File: src/rtl/ysyx_25010008_axi_arbiter.sv
// Two-master to one-slave AXI4-Lite arbiter: m0 = instruction fetch (read only), m1 = load/store.
// One transaction in flight. The bus stays granted until its response handshake, with round-robin on ties.
module ysyx_25010008_axi_arbiter #(
   parameter int ADDR_W = 32,
   parameter int DATA_W = 32
) (
   input  logic                  clock,
   input  logic                  reset,
   // m0 read
   input  logic [ADDR_W-1:0]     m0_araddr,
   input  logic                  m0_arvalid,
   output logic                  m0_arready,
   output logic [DATA_W-1:0]     m0_rdata,
   output logic [1:0]            m0_rresp,
   output logic                  m0_rvalid,
   input  logic                  m0_rready,
   // m1 read
   input  logic [ADDR_W-1:0]     m1_araddr,
   input  logic                  m1_arvalid,
   output logic                  m1_arready,
   output logic [DATA_W-1:0]     m1_rdata,
   output logic [1:0]            m1_rresp,
   output logic                  m1_rvalid,
   input  logic                  m1_rready,
   // m1 write
   input  logic [ADDR_W-1:0]     m1_awaddr,
   input  logic                  m1_awvalid,
   output logic                  m1_awready,
   input  logic [DATA_W-1:0]     m1_wdata,
   input  logic [DATA_W/8-1:0]   m1_wstrb,
   input  logic                  m1_wvalid,
   output logic                  m1_wready,
   output logic [1:0]            m1_bresp,
   output logic                  m1_bvalid,
   input  logic                  m1_bready,
   // slave
   output logic [ADDR_W-1:0]     s_araddr,
   output logic                  s_arvalid,
   input  logic                  s_arready,
   input  logic [DATA_W-1:0]     s_rdata,
   input  logic [1:0]            s_rresp,
   input  logic                  s_rvalid,
   output logic                  s_rready,
   output logic [ADDR_W-1:0]     s_awaddr,
   output logic                  s_awvalid,
   input  logic                  s_awready,
   output logic [DATA_W-1:0]     s_wdata,
   output logic [DATA_W/8-1:0]   s_wstrb,
   output logic                  s_wvalid,
   input  logic                  s_wready,
   input  logic [1:0]            s_bresp,
   input  logic                  s_bvalid,
   output logic                  s_bready
);

   typedef enum logic [1:0] {IDLE, RD, WR} state_t;

   state_t state, state_nxt;
   logic   owner, owner_nxt;
   logic   last, last_nxt;
   logic   req0, req1, winner;
   logic   rd_done, wr_done;

   always_ff @(posedge clock) begin
      if (reset) begin
         state <= IDLE;
         owner <= 1'b0;
         last  <= 1'b1;
      end else begin
         state <= state_nxt;
         owner <= owner_nxt;
         last  <= last_nxt;
      end
   end

   assign req0    = m0_arvalid;
   assign req1    = m1_arvalid | m1_awvalid;
   // On a tie, the master that did not win last time gets the bus.
   assign winner  = (req0 & req1) ? ~last : req1;
   assign rd_done = s_rvalid & (owner ? m1_rready : m0_rready);
   assign wr_done = s_bvalid & m1_bready;

   always_comb begin
      state_nxt = state;
      owner_nxt = owner;
      last_nxt  = last;
      case (state)
         IDLE: if (req0 | req1) begin
            owner_nxt = winner;
            last_nxt  = winner;
            // m1 with both AR and AW pending takes the read first.
            state_nxt = (winner ? m1_arvalid : m0_arvalid) ? RD : WR;
         end
         RD:      if (rd_done) state_nxt = IDLE;
         WR:      if (wr_done) state_nxt = IDLE;
         default: state_nxt = IDLE;
      endcase
   end

   always_comb begin
      m0_arready = 1'b0;
      m0_rdata   = '0;
      m0_rresp   = '0;
      m0_rvalid  = 1'b0;
      m1_arready = 1'b0;
      m1_rdata   = '0;
      m1_rresp   = '0;
      m1_rvalid  = 1'b0;
      m1_awready = 1'b0;
      m1_wready  = 1'b0;
      m1_bresp   = '0;
      m1_bvalid  = 1'b0;
      s_araddr   = '0;
      s_arvalid  = 1'b0;
      s_rready   = 1'b0;
      s_awaddr   = '0;
      s_awvalid  = 1'b0;
      s_wdata    = '0;
      s_wstrb    = '0;
      s_wvalid   = 1'b0;
      s_bready   = 1'b0;
      case (state)
         RD: begin
            if (owner) begin
               s_araddr   = m1_araddr;
               s_arvalid  = m1_arvalid;
               m1_arready = s_arready;
               m1_rdata   = s_rdata;
               m1_rresp   = s_rresp;
               m1_rvalid  = s_rvalid;
               s_rready   = m1_rready;
            end else begin
               s_araddr   = m0_araddr;
               s_arvalid  = m0_arvalid;
               m0_arready = s_arready;
               m0_rdata   = s_rdata;
               m0_rresp   = s_rresp;
               m0_rvalid  = s_rvalid;
               s_rready   = m0_rready;
            end
         end
         WR: begin
            s_awaddr   = m1_awaddr;
            s_awvalid  = m1_awvalid;
            m1_awready = s_awready;
            s_wdata    = m1_wdata;
            s_wstrb    = m1_wstrb;
            s_wvalid   = m1_wvalid;
            m1_wready  = s_wready;
            m1_bresp   = s_bresp;
            m1_bvalid  = s_bvalid;
            s_bready   = m1_bready;
         end
         default: ;
      endcase
   end

endmodule

File: config.mk
export PLATFORM = sky130hd
export DESIGN_NAME = ysyx_25010008_axi_arbiter
export DESIGN_NICKNAME = d
export VERILOG_FILES = /design/src/rtl/ysyx_25010008_axi_arbiter.sv
export SDC_FILE = /design/constraint.sdc
export NUM_CORES = 1
export LEC_CHECK = 0
export ABC_AREA = 1
export ABC_CLOCK_PERIOD_IN_PS = 1700
export CORE_AREA = 5 5 138 140
export CTS_CLUSTER_DIAMETER = 80
export DETAILED_ROUTE_END_ITERATION = 8
export DIE_AREA = 0 0 143 145
export PLACE_DENSITY = 0.61
export SYNTH_ARGS = -nofsm -noshare
export SYNTH_HDL_FRONTEND = slang
export SYNTH_SLANG_ARGS = --single-unit
export TNS_END_PERCENT = 100
File: constraint.sdc
create_clock -name clock -period 1.7 [get_ports clock]
set_clock_uncertainty 0.05 [all_clocks]
set_input_delay 0.34 -clock clock [delete_from_list [all_inputs] [get_ports clock]]
set_output_delay 0.34 -clock clock [all_outputs]
set_load 0.005 [all_outputs]
==> results summary, run 1 <==
The multi-input combinational cells in the finished layout cover a total of approximately 1800 µm². After layout, the worst setup slack is -443 ps. The count of endpoints failing hold in the final timing report is 0. The final-stage net count is approximately 1100. The number of fill cells is roughly 1800. In this run the critical register-to-register path is captured at state[1]. The total overflow left after global routing is 0. The area taken by flip-flops and latches came out at 86.3 µm². STA puts the critical path data required time at approximately 1300 ps. The die covers 20700 µm².

The run finished, with violations left. Ranked by total cell area, the synthesized netlist is headed by sky130_fd_sc_hd__nor2_4, sky130_fd_sc_hd__inv_1, sky130_fd_sc_hd__nor2_1. At the worst endpoint, the arrival time is around 1800 ps. The number of optimization iterations in the first detailed-route pass came out at 5. The half-perimeter wire length of the detailed placement result is between 10000 and 15000 µm. The critical path is of the flop to output port type. Of the available clock period, the critical path in the final layout requires 1.26. The setup TNS came out at -40870 ps. The area after detailed placement came out at between 6000 and 7000 µm².

Across the VDD grid, the largest voltage drop is about 0.00023 V. The floorplan has 49 rows. The flip-flop and latch count after synthesis came out at 4. The count of yosys warnings during synthesis is 0.

The final cell area excluding filler cells came out at 6950 µm². The first global-routing pass estimated between 20000 and 25000 µm of wire. In this run the critical register-to-register path is launched from state[0]. The synthesized net count came out at between 600 and 700.

The smallest clock period supported by the final layout is computed as 2140 ps. The startpoint of the most critical hold path is last. For met1 alone, demand over resource in global routing was 0.141.

The aggregate routed wire length came out at about 16000 µm. STA classifies the critical path endpoint as an output port. The pin count of the biggest net entering global routing came out at 28. The max-slew violation total from the final report came to 0.

The maximum frequency from static timing analysis came out at about 0.47 GHz. At the pin with the least slew margin, the transition time is approximately 310 ps. 0 antenna diodes ended up in the layout. The count of buffers from port buffering is about 360.

The register area share after synthesis is 0.0380. The pre-CTS worst setup slack is -284 ps. After detailed routing, the number of remaining DRC violations is 0. During I/O placement, the number of pins put on the boundary was 364.

The worst hold path terminates at last. The reg2reg setup slack is about 400 ps. In this run the most used layer during global routing was met2. The final weighted congestion in routability-driven placement is approximately 0.85.

The starting density of the core is 0.119. The area growth from synthesis to layout is 230%. In this run the number of H-tree levels came out at 1.

The leading area contributor after synthesis is sky130_fd_sc_hd__nor2_4. Dividing the detail-routed wire length by the instance count gives approximately 14 µm. The total number of vias is slightly above 4000.

The final total power came out at around 0.0024 W. The count of unique library cells instantiated by Yosys came out at 18. The met3 global-route usage came out at 0.0296. The sort of element at the start of the critical path is a flop.

From left edge to right edge, the die measures 143 µm. Setup repair after global routing could not meet its margin everywhere. The checks that failed: setup timing. Buffers inserted to repair hold after CTS numbered 0. Once placement completed, the tool counted placed cells totaling 1026. The worst hold path stage count is 2. The relative slew slack came out at 0.795. The fraction of final layout cells sized beyond drive strength 1 is 0.431. The cell count after synthesis came out at 420.

The via density per instance is 3.69. The number of clock buffers added by TritonCTS is 3. The area share of the largest cell type after synthesis is 0.219. Excluding fillers, the count of instances in the completed layout stands at approximately 1100.

The clock net sink count is 4. The leakage power came out at around 3.6 nW. After the first detailed-routing iteration, the DRC count stood at a little over 100.

The area inside the core boundary is 17700 µm². The mean cell area of the mapped netlist came out at between 5 and 6 µm². TritonCTS built the clock tree.

The combined area of all synthesized cells came out at 2110 µm². The number of cell instances on the worst register-to-register path came out at 7. The total routing resource utilization after global routing is 0.133.

For this design the ratio of total power to cell area is 349 nW/µm². The count of nets left with antenna violations once routing finished came out at 0. The type of the most critical hold path is flop to flop.

The initial antenna violation count is 0. Along the worst path, the maximum fanout reaches 8. The maximum number of buffers from clock root to sink came out at 2. The count of endpoints failing setup in the final report is 180. The clock latency at the later pin of the worst-skew pair came out at around 230 ps. The die span in y came out at between 100 and 150 µm. For this run, global-route usage on met2 was measured as 0.259.

The number of global-route vias before repair is just under 4000. After clock tree synthesis, the clock-pin slew on the worst setup and hold paths is 30 ps. The tree is rooted in a sky130_fd_sc_hd__clkbuf_16. The number of max-cap violations is 0.
==> cell usage in the layout (no fill, tap or decap), drive strengths merged <==
cell           count
a21oi             36
clkbuf            13
nand3              3
dlymetal6s2s       2
nand2             75
clkdlybuf4s50    213
buf              241
nand4              1
nor2             153
o21ai              1
nand3b             1
dfxtp              4
inv              122
o22ai              1
==> area by class of cell <==
cell class / count / area share
Timing Repair inverter: 1 / 0.00162
Sequential cell: 4 / 0.0124
Multi-Input combinational cell: 271 / 0.252
Clock buffer: 3 / 0.0108
Tap cell: 229 / 0.0412
Inverter: 121 / 0.0675
Timing Repair Buffer: 466 / 0.614
==> per-stage QoR <==
step | utilization | hold slack, ps
final | 0.392 | 419
after global routing | 0.392 | 450
after CTS | 0.377 | 426
after detailed placement | 0.350 | 419
after global placement | 0.350 | 404
after floorplan | - | 359
==> critical path, cell delays in order, from the launching register on <==
cell and delay (ps):
sky130_fd_sc_hd__dfxtp_2 330, sky130_fd_sc_hd__nor2_4 120, sky130_fd_sc_hd__inv_1 160, sky130_fd_sc_hd__buf_4 200, sky130_fd_sc_hd__a21oi_1 120, sky130_fd_sc_hd__clkdlybuf4s50_1 580
==> sequential cells by signal, indices dropped and copies added, names as in the netlist <==
| register | count |
|---|---|
| state | 2 |
| owner | 1 |
| last | 1 |
==> synthesized netlist by cell type <==
cell / count
sky130_fd_sc_hd__o21ai_0: 1
sky130_fd_sc_hd__buf_6: 1
sky130_fd_sc_hd__nand2_1: 73
sky130_fd_sc_hd__a21oi_1: 36
sky130_fd_sc_hd__buf_2: 16
sky130_fd_sc_hd__inv_1: 119
sky130_fd_sc_hd__clkbuf_1: 3
sky130_fd_sc_hd__inv_2: 2
sky130_fd_sc_hd__buf_12: 4
sky130_fd_sc_hd__nand3b_1: 1
sky130_fd_sc_hd__o22ai_1: 1
sky130_fd_sc_hd__nor2_4: 41
sky130_fd_sc_hd__nand4_1: 1
sky130_fd_sc_hd__dfxtp_1: 4
sky130_fd_sc_hd__nor2_1: 111
sky130_fd_sc_hd__nor2_2: 1
sky130_fd_sc_hd__nand3_1: 3
sky130_fd_sc_hd__nand2_2: 2
==> report_power, final <==
group          switching, W  internal [W]  total (W)
registers         0.0000158      0.000107   0.000123
logic              0.000789       0.00114    0.00193
clock network     0.0000747      0.000301   0.000376
==> kinds of logic after synthesis <==
kind of cell	share of synthesized area
AND/OR/NAND/NOR	0.569
buffers and inverters	0.302
AO/OA/AOI/OAI	0.0908
flip-flops	0.0380
==> worst max-delay path by stage <==
stage / from / to / slack, ps / depth (start not counted)
6_report: state[1] / s_araddr[0] / -440 / 5
4_1_cts: state[0] / s_araddr[16] / -460 / 6
3_3_place_gp: m1_araddr[31] / s_araddr[31] / -320 / 4
5_1_grt: state[0] / s_araddr[16] / -520 / 6
3_5_place_dp: m1_araddr[31] / s_araddr[31] / -280 / 4
2_1_floorplan: state[1] / m1_bresp[0] / 360 / 6
==> per-layer routing <==
metal	up-vias	share of wire
li1	2061	-
met3	23	0.086
met2	189	0.54
met5	-	0
met4	0	0.018
met1	1768	0.35
==> what timing repair did <==
action	4_1_cts	5_1_grt
gates resized for setup	584	199
setup buffers	45	17
pin swaps	5	7
endpoints found under the setup margin	182	179
cloned	7	3
(Power assumes the default switching activity.)
==> run 2, diff against run 1 <==
--- a/config.mk
+++ b/config.mk
@@ -6,7 +6,7 @@
 export NUM_CORES = 1
 export LEC_CHECK = 0
 export ABC_AREA = 1
-export ABC_CLOCK_PERIOD_IN_PS = 1700
+export CAP_MARGIN = 5
 export CORE_AREA = 5 5 138 140
 export CTS_CLUSTER_DIAMETER = 80
 export DETAILED_ROUTE_END_ITERATION = 8
==> constraint.sdc (replaced) <==
create_clock -name clock -period 1.7 [get_ports clock]
set_clock_uncertainty 0.05 [all_clocks]
set_input_delay 0.255 -clock clock [delete_from_list [all_inputs] [get_ports clock]]
set_output_delay 0.255 -clock clock [all_outputs]
set_load 0.005 [all_outputs]
==> run 2 against run 1 <==
  * The flow still finishes with violations (setup timing)
  * Critical path depth is 4 higher
  * Largest power group unchanged
  * Sequential share of layout area is 0.061 points higher
  * Highest routed layer unchanged
  * Non-clock buffer count is 37 lower
==> results summary, run 2 (synthesis results as in run 1) <==
The flow ran to the end, but the final reports show violations. The checks that failed: setup timing. Leaving out fill and tap cells, the most frequent cells in the layout are sky130_fd_sc_hd__clkdlybuf4s50_1, sky130_fd_sc_hd__inv_1, sky130_fd_sc_hd__buf_2.

The die outline area came out at 20700 µm² (unchanged). The final-stage net count came to 1014 (-3.4%). The clock latency at the later pin of the worst-skew pair was 220 ps (about the same).

The register with the most flip-flops is state. The number of H-tree levels came to 1 (unchanged). The total routing resource utilization after global routing was 0.122 (-0.0114). The starting density of the core came to 0.119 (unchanged). TritonCTS built the clock tree. Setup repair after global routing could not meet its margin everywhere. The power per cell area came to 351 nW/µm² (+0.48%). The sum of overflow across all layers after global routing came out at 0 (unchanged).

The die width is 143 µm (unchanged). The maximum number of buffers from clock root to sink came to 2 (unchanged). The count of buffers from port buffering is 363 (unchanged).

The count of endpoints failing setup in the final report was 59 (-67%). The relative slew slack came out at 0.844 (+0.0487). The cell count after placement is 1025 (-0.097%). The final weighted congestion in routability-driven placement came out at 0.844 (-0.32%). The number of buffers inserted during clock tree synthesis came out at 3 (unchanged). The number of DRC violations after detailed-routing iteration 0 came to 111 (+8.8%). The worst setup path is captured at an output port.

The type of the most critical hold path is flop to flop. The maximum frequency from static timing analysis came out at 0.534 GHz (+15%). The clock net sink count came out at 4 (unchanged). The CTS root buffer is sky130_fd_sc_hd__clkbuf_16. The number of non-filler instances in the completed layout came out at 1059 (-3.3%).

The final critical-path setup slack is -171 ps (+272 ps). The maximum resistive drop on vdd is 0.000317 V (+41%). The transition time of the tightest slew-check pin is 234 ps (-73.6 ps).

The remaining number of nets flagged by the antenna check after routing is 0 (unchanged). The fraction of final layout cells sized beyond drive strength 1 is 0.412 (-0.0187). The aggregate routed wire length was 15500 µm (-0.42%). The area inside the core boundary came to 17700 µm² (unchanged). The via density per instance came to 3.72 (+0.89%). STA classifies the critical path startpoint as a flop. The number of antenna diodes is 0 (unchanged). The initial antenna violation count is 0 (unchanged).

The shortest period the worst path allows came out at 1870 ps (-272 ps). The DRC violation count after routing came to 0 (unchanged). The slowest stage of the critical path is the sky130_fd_sc_hd__dfxtp_2 cell. The die span in y is 145 µm (unchanged). The number of cell rows came to 49 (unchanged).

The wire length per cell after detailed routing is 14.6 µm (+3.0%). The data arrival time of the worst path is 1570 ps (-180 ps). The pin count of the biggest net entering global routing is 37 (+32%). The library cell used most frequently in the layout, excluding fill and tap cells, is sky130_fd_sc_hd__clkdlybuf4s50_1.

The setup TNS is -3440 ps (+37430 ps). The number of global-route vias before repair came out at 3772 (-3.4%). The first-pass GRT wire length is 20400 µm (-6.5%). The total number of vias is 3943 (-2.4%). The max-slew violation total from the final report came out at 0 (unchanged).

The leakage power was 3.53 nW (-2.7%). The count of pins on the block boundary came out at 364 (unchanged). The number of optimization iterations in the first detailed-route pass came out at 4 (-1). The half-perimeter wire length of the detailed placement result was 11600 µm (about the same). The clock-pin slew of the registers on the worst-case setup and hold paths is 30 ps (about the same). From synthesis to final layout, the design area changed by 201%. The worst stage delay on the critical path is 310 ps (-270 ps). The count of endpoints failing hold in the final timing report was 0 (unchanged).

On the critical path the largest part of the delay comes from buffers and inverters. The post-route clock period utilization is 1.10 (-0.160). The worst setup path is of the flop to output port kind.

The buffer and inverter count on the worst path is 7 (+4). The highest net fanout along the worst path is 8 (unchanged). The worst path required time came to 1390 ps (+80 ps). The largest registers in the layout are state x2, last x1, owner x1. The number of flip-flops in the largest register came out at 2 (unchanged).

The signal on the critical path passes through buf_6, nor2_4, buf_12, inv_16, buf_16, buf_12, buf_8, nor2_4, buf_2. The number of max-cap violations came out at 0 (unchanged).
-- run 2: changes by cell type in the layout (fill, tap and decap cells not counted), sizes merged, moves of 6 or more --
cell / change
buf: -91
clkbuf: +71
clkdlybuf4s15: +8
clkdlybuf4s50: -32
dlymetal6s2s: +6
-- run 2: worst paths after layout --
check	startpoint	end	slack [ps]	depth (start not counted)
setup reg to reg	owner	state[0]	380	7
hold reg to reg	last	last	410	2
setup / recovery	state[0]	s_wdata[23]	-170	9
hold / removal	last	last	410	2
-- run 2: final cells by class --
class,instances,area [µm²]
Tap cell,229,287
Fill cell,1924,11400
Inverter,121,475
Timing Repair Buffer,429,3790
Sequential cell,4,82.6
Clock buffer,3,75.1
Timing Repair inverter,1,8.76
Multi-Input combinational cell,272,1620
-- run 2: power breakdown --
part / switching, W / internal (W) / leakage [nW] / total (W)
clock network: 0.0000640 / 0.000300 / 0.0370 / 0.000364
registers: 0.00000817 / 0.000107 / 0.0338 / 0.000115
logic: 0.000762 / 0.000980 / 3.46 / 0.00174
total: 0.000834 / 0.00139 / 3.53 / 0.00222
-- run 2: stage by stage --
step / instance area [µm²] / setup WS [ps] / hold slack (ps) / power [W] / utilization
floorplan: 2110 / 441 / 274 / 0.000625 / -
global placement: 6210 / -179 / 402 / 0.00171 / 0.351
detailed placement: 6210 / -186 / 407 / 0.00172 / 0.351
CTS: 6490 / -273 / 413 / 0.00207 / 0.366
global route: 6340 / -223 / 465 / 0.00237 / 0.358
finish: 6340 / -171 / 413 / 0.00222 / 0.358
-- run 2: timing repair --
item / 4_1_cts / 5_1_grt
pin swaps: 2 / 4
gates cloned: 5 / 13
setup endpoints to repair: 182 / 164
buffers inserted: 7 / 6
hold buffers: 0 / 0
resized for setup: 421 / 297
-- run 2: tightest hold or removal path, cell delays in order (launching register included) --
cell	delay (ps)
sky130_fd_sc_hd__dfxtp_1	320
sky130_fd_sc_hd__a21oi_1	60
sky130_fd_sc_hd__nand2_1	50
-- run 2: routing by layer --
metal  up-vias  GRT usage  part of all wire  wire, µm
met2       216      0.234              0.52      8090
met3        33     0.0303             0.085      1320
met1      1698      0.128              0.37      5660
met4         0     0.0356             0.027       416
li1       1996          -                 -         -
met5         -          0                 0         0
==> run 3, diff against run 2 <==
--- a/config.mk
+++ b/config.mk
@@ -6,6 +6,7 @@
 export NUM_CORES = 1
 export LEC_CHECK = 0
 export ABC_AREA = 1
+export ABC_CLOCK_PERIOD_IN_PS = 1700
 export CAP_MARGIN = 5
 export CORE_AREA = 5 5 138 140
 export CTS_CLUSTER_DIAMETER = 80
==> results of run 3 <==
No change in the layout: final DEF, timing and power equal those of run 2.
